===== src/rtl/bv_lookup_pkg.sv =====
// Shared constants, FSM state type and group-select helper for the BV lookup datapath.
package bv_lookup_pkg;
  localparam int RULE_NUM = 32;
  localparam int LANE     = 8;
  localparam int PRIOR_W  = 8;
  localparam int IDX_W    = 8;
  localparam int GRP_NUM  = RULE_NUM / LANE;
  localparam int GRP_W    = $clog2(GRP_NUM);
  localparam int LANE_W   = $clog2(LANE);
  localparam int ADDR_W   = $clog2(RULE_NUM);

  typedef enum logic {IDLE, SCAN} state_t;

  // Index of the lowest set bit; 0 when the mask is empty.
  function automatic logic [GRP_W-1:0] lowest_grp(input logic [GRP_NUM-1:0] mask);
    lowest_grp = '0;
    for (int g = GRP_NUM - 1; g >= 0; g--) begin
      if (mask[g]) lowest_grp = GRP_W'(g);
    end
  endfunction
endpackage


===== src/rtl/bv_prior_table.sv =====
// Rule priority table: one write port, LANE parallel combinational reads of one group.
module bv_prior_table
  import bv_lookup_pkg::*;
(
  input  logic                    clk,
  input  logic                    rst,
  input  logic                    wr_en,
  input  logic [ADDR_W-1:0]       wr_addr,
  input  logic [PRIOR_W-1:0]      wr_prior,
  input  logic [GRP_W-1:0]        rd_grp,
  output logic [LANE*PRIOR_W-1:0] rd_prior
);
  logic [PRIOR_W-1:0] tbl [RULE_NUM];

  always_ff @(posedge clk) begin
    if (rst) begin
      for (int r = 0; r < RULE_NUM; r++) tbl[r] <= '0;
    end else if (wr_en) begin
      tbl[wr_addr] <= wr_prior;
    end
  end

  // Reads see the pre-write contents, so a same-cycle write never leaks into the emitted group.
  always_comb begin
    rd_prior = '0;
    for (int l = 0; l < LANE; l++) begin
      rd_prior[l*PRIOR_W +: PRIOR_W] = tbl[{rd_grp, LANE_W'(l)}];
    end
  end
endmodule


===== src/rtl/bv_cand_gen.sv =====
// Slices each matched-rule bit vector into LANE-wide candidate groups for the priority tree.
module bv_cand_gen
  import bv_lookup_pkg::*;
(
  input  logic                    clk,
  input  logic                    rst,
  input  logic                    in_bv_valid,
  input  logic [RULE_NUM-1:0]     in_bv,
  output logic                    in_bv_ready,
  input  logic                    cfg_wr_en,
  input  logic [ADDR_W-1:0]       cfg_wr_addr,
  input  logic [PRIOR_W-1:0]      cfg_wr_prior,
  output logic [LANE-1:0]         out_sel_valid,
  output logic [LANE*PRIOR_W-1:0] out_sel_prior,
  output logic [LANE*IDX_W-1:0]   out_sel_index,
  output logic                    out_grp_valid,
  output logic                    out_grp_first,
  output logic                    out_grp_last
);
  state_t                  state, state_nxt;
  logic [RULE_NUM-1:0]     bv_p0;
  logic [GRP_NUM-1:0]      pend_mask, acc_mask, grp_bit;
  logic                    first_pend, last_grp, accept, emit;
  logic [GRP_W-1:0]        grp;
  logic [LANE-1:0]         chunk [GRP_NUM];
  logic [LANE*PRIOR_W-1:0] tbl_prior;
  logic [LANE-1:0]         sel_valid_nxt;
  logic [LANE*IDX_W-1:0]   sel_index_nxt;

  bv_prior_table u_table (
    .clk      (clk),
    .rst      (rst),
    .wr_en    (cfg_wr_en),
    .wr_addr  (cfg_wr_addr),
    .wr_prior (cfg_wr_prior),
    .rd_grp   (grp),
    .rd_prior (tbl_prior)
  );

  assign grp         = lowest_grp(pend_mask);
  assign grp_bit     = GRP_NUM'(1) << grp;
  assign last_grp    = $onehot(pend_mask);
  assign emit        = (state == SCAN);
  assign in_bv_ready = (state == IDLE) || (emit && last_grp);
  assign accept      = in_bv_valid && in_bv_ready;

  // A total miss still issues one all-invalid group so the merge stage sees every lookup.
  always_comb begin
    acc_mask = '0;
    for (int g = 0; g < GRP_NUM; g++) acc_mask[g] = |in_bv[g*LANE +: LANE];
    if (acc_mask == '0) acc_mask = GRP_NUM'(1);
  end

  always_comb begin
    for (int g = 0; g < GRP_NUM; g++) chunk[g] = bv_p0[g*LANE +: LANE];
  end

  always_ff @(posedge clk) begin
    if (rst) state <= IDLE;
    else     state <= state_nxt;
  end

  always_comb begin
    state_nxt = state;
    case (state)
      IDLE:    if (accept) state_nxt = SCAN;
      SCAN:    if (!accept && last_grp) state_nxt = IDLE;
      default: state_nxt = IDLE;
    endcase
  end

  always_ff @(posedge clk) begin
    if (rst) begin
      pend_mask  <= '0;
      first_pend <= 1'b0;
    end else if (accept) begin
      pend_mask  <= acc_mask;
      first_pend <= 1'b1;
    end else if (emit) begin
      pend_mask  <= pend_mask & ~grp_bit;
      first_pend <= 1'b0;
    end
  end

  always_ff @(posedge clk) begin
    if (accept) bv_p0 <= in_bv;
  end

  always_comb begin
    sel_valid_nxt = '0;
    sel_index_nxt = '0;
    if (emit) begin
      sel_valid_nxt = chunk[grp];
      for (int l = 0; l < LANE; l++) begin
        sel_index_nxt[l*IDX_W +: IDX_W] = IDX_W'({grp, LANE_W'(l)});
      end
    end
  end

  // Output stage: one group per cycle while scanning, all zero otherwise.
  always_ff @(posedge clk) begin
    if (rst) begin
      out_sel_valid <= '0;
      out_sel_prior <= '0;
      out_sel_index <= '0;
      out_grp_valid <= 1'b0;
      out_grp_first <= 1'b0;
      out_grp_last  <= 1'b0;
    end else begin
      out_sel_valid <= sel_valid_nxt;
      out_sel_prior <= emit ? tbl_prior : '0;
      out_sel_index <= sel_index_nxt;
      out_grp_valid <= emit;
      out_grp_first <= emit && first_pend;
      out_grp_last  <= emit && last_grp;
    end
  end
endmodule


===== config.mk =====
export PLATFORM = sky130hd
export DESIGN_NAME = bv_cand_gen
export DESIGN_NICKNAME = d
export VERILOG_FILES = /design/src/rtl/bv_lookup_pkg.sv /design/src/rtl/bv_prior_table.sv /design/src/rtl/bv_cand_gen.sv
export SDC_FILE = /design/constraint.sdc
export NUM_CORES = 1
export LEC_CHECK = 0
export ABC_AREA = 1
export ABC_CLOCK_PERIOD_IN_PS = 3600
export CAP_MARGIN = 5
export CORE_MARGIN = 2
export CORE_UTILIZATION = 56
export CTS_CLUSTER_SIZE = 10
export DETAILED_ROUTE_END_ITERATION = 10
export GPL_TIMING_DRIVEN = 0
export PLACE_DENSITY = 0.8
export REMOVE_ABC_BUFFERS = 1
export SLEW_MARGIN = 20
export SYNTH_ARGS = -nofsm -noshare
export SYNTH_HDL_FRONTEND = slang
export SYNTH_SLANG_ARGS = --single-unit

===== constraint.sdc =====
create_clock -name clk -period 3.6 [get_ports clk]
set_input_delay 1.08 -clock clk [delete_from_list [all_inputs] [get_ports clk]]
set_output_delay 1.08 -clock clk [all_outputs]
set_load 0.02 [all_outputs]

==> run metrics <==
vias in the first global route=11093; Layout area overhead=18.29%; placed insts=2121; Top Ports=~190; Nets=1839; Die X=173.5 microns; PortBufs=roughly 150; Placement Setup Slack=-0.7734 ns; RSZ-0062 raised after global routing=no; Finished Layout Cells=between 2000 and 2500; Setup-failing EPs final=0; Seq/Total Area, Yosys=around 64%; CP Cell Sequence=inv_2 -> fa_1 -> inv_1 -> ha_1 -> ha_1 -> inv_1 -> nand3_1 -> nand2_2 -> buf_4; hold endpoint=out_grp_first$_SDFF_PP0_; Max Fclk=289.0 MHz; WHS Path Cells=2; CP Capture Type=primary output; power per cell area=~550 nW/um^2; largest net degree at the start of global routing=73; post-DR vias/cell=5.204; number of hold violations in the final report=0; drt initial violations=1055; number of buffers created by CTS=43; Post-Route WL=approximately 36000 microns; post-cts hold buffer count=0; delay-heaviest family, CP=adder cells; minimum clock period=3.460 ns; Cell variety after synth=23; CTS root buffer=clkbuf_16; full die area=30090 sq um; Yosys warning count=0; TritonCTS clock tree=built; hold_sp=first_pend$_SDFFE_PP0P_; crit path kind=flip-flop to primary output; worst rel slew slack=22.74%; RR Endpoint=bv_p0[19]$_DFFE_PP_; DP HPWL=about 22000 microns; n_diodes=0; Final TNS setup=0 ns; total gr overflow=0; clock slew at reported path FFs=0.05 ns; CP peak stage delay=0.53 ns; P_leak=8.075 nW; worst slew pin tran=1.150 ns; critical-path maximum fanout=3; core area=28470 sq um; CTS Buffer Depth=3; Avg Cell Area, Syn=9.516 sq um; status=completed; H-Tree Depth=2; flop2flop setup slack=0.74 ns; fraction of layout cells with a size suffix above 1=6.755%; worst-path cell with the longest stage delay=fa_1; Min Hold Slack=0.4413 ns; antenna violations before repair=0; Skew-Pair Late Insertion Delay=0.55 ns; min-delay worst type=flip-flop to flip-flop; Final WS setup=0.1396 ns; clock skew=0.02683 ns; MaxCap Viol Count=0; via count=between 10000 and 15000; CP Data Arrival Time=2.38 ns; Global Route Usage Sum=about a quarter; sw frac=a little over a quarter; post-DR wirelength/cell=16.35 microns; CP required=between 2 and 3 ns; Pint=around 7.7 mW; Initial Utilization=56.49%; first-pass GRT wire length=55770 microns; Syn Std Cell Area=approximately 16000 sq um; Mapped Cells=1690; Remaining DRCs=0; Net Sw Power=roughly 2.7 mW; Slew Limit Fails=0; register bit total from synthesis=371; Reg2Reg Depth=10; VDD IR max=0.4557 mV; Comb pwr share=14.3%; row count=62; Flop pwr share=48.0%; R2R Path Start=pend_mask[0]$_SDFFE_PP0P_; RePlAce Congestion=0.7816; Final Power=10.40 mW; CP startpoint kind=flip-flop; height of the die=173.5 microns; Worst Path Buf+Inv=4; DR pass1 iterations=8; # clock sinks=371; period utilization=between 90% and 100%; Clock power frac=37.7%; ANT nets after route=0
[kinds of logic after synthesis]
kind of cell,after synthesis,share of synthesized area (%)
AO/OA/AOI/OAI,83,2.599
flip-flops,371,64.11
AND/OR/NAND/NOR,818,21.69
other,1,0.02332
buffers and inverters,413,11.22
adder cells (fa/ha/maj),4,0.3579
[worst max-delay path by stage]
stage,cells after the start,slack [ns],to,startpoint
floorplan,4,-5.95,out_sel_prior[0]$_SDFF_PP0_,pend_mask[1]$_SDFFE_PP0P_
global placement,4,-13.05,out_sel_prior[54]$_SDFF_PP0_,pend_mask[1]$_SDFFE_PP0P_
detailed placement,6,-0.77,u_table.tbl[10][0]$_SDFFCE_PN0P_,rst
CTS,9,0.01,in_bv_ready,pend_mask[0]$_SDFFE_PP0P_
global route,9,0.02,in_bv_ready,pend_mask[0]$_SDFFE_PP0P_
finish,9,0.14,in_bv_ready,pend_mask[0]$_SDFFE_PP0P_
[metrics by stage]
stage	instance area [sq um]	util (%)
after floorplan	15400	-
after global routing	19020	66.82
after CTS	18930	66.50
after global placement	17400	61.11
final	19020	66.82
after detailed placement	17680	62.09
[cell usage after synthesis]
cell      instances  area [sq um]
fa_1              1         20.02
and2_0            1         6.260
nand2_2          32         200.2
dfxtp_1          83          1662
buf_1            11         41.29
o31ai_1           1         7.510
nand3_1         218          1091
buf_4            62         465.5
clkbuf_1         60         225.2
ha_1              3         37.54
nand2_1         273          1025
o21ai_1           1         5.000
nor2_1          281          1055
inv_2             3         11.26
o21ai_0           3         15.01
a21oi_1          78         390.4
conb_1            1         3.750
and2_1            1         6.260
nor3_4            4         65.06
edfxtp_1        288          8648
buf_2            17         85.08
inv_1           260         975.9
nor3_1            8         40.04
[worst reg2reg max path, stage by stage, from the launching register on]
cell and delay, ns:
dfxtp_4 0.37, inv_2 0.07, fa_1 0.53, inv_1 0.04
ha_1 0.17, ha_1 0.28, inv_1 0.05, nand3_1 0.09
nand2_2 0.09, nand2_1 0.20, inv_2 0.57
[power by group through the flow]
stage          clock [mW]  combinational, mW  sequential, mW
6_report             3.92               1.49            4.99
5_1_grt              4.13               1.62            5.01
4_1_cts              3.96               1.47            4.99
3_5_place_dp            0               1.47            5.07
3_3_place_gp            0               1.36            5.08
2_1_floorplan           0              0.757            5.16
[cell type report]
| cell class | count | area (sq um) |
|---|---|---|
| Clock buffer | 77 | 1225 |
| Clock inverter | 3 | 33.78 |
| Fill cell | 2181 | 9447 |
| Inverter | 263 | 997.2 |
| Multi-Input combinational cell | 941 | 4143 |
| Sequential cell | 371 | 10320 |
| Tap cell | 384 | 480.5 |
| Timing Repair Buffer | 166 | 1824 |
[sequential cells by signal (all words and copies together) (netlist names)]
register and cells:
out_sel_prior 64, out_sel_index 3, bv_p0 32, first_pend 1, emit 1, pend_mask 4, out_grp_last 1, u_table.tbl 256
out_grp_first 1, out_sel_valid 8
[cell usage in the layout, fill, tap and decap left out, drive strengths merged]
cell / instances
nor3: 12
inv: 264
nor2: 281
nand2: 305
buf: 15
and2: 2
conb: 36
clkbuf: 77
fa: 1
clkinv: 2
clkdlybuf4s50: 151
nand3: 218
dfxtp: 83
ha: 3
edfxtp: 288
a21oi: 78
o21ai: 4
o31ai: 1
[routing by layer]
layer / global-route usage [%] / wire length (microns) / vias up
met4: 9.922 / 1230 / 0
met1: 28.90 / 13570 / 5377
li1: - / - / 5484
met5: 0 / 0 / -
met2: 41.22 / 18180 / 520
met3: 4.057 / 3064 / 94
[timing repair]
action	in CTS	in global routing
endpoints found under the setup margin	257	168
gates resized for setup	6	6
pin swaps	0	3
buffers inserted	0	4
Power figures use the tool's default switching activity.
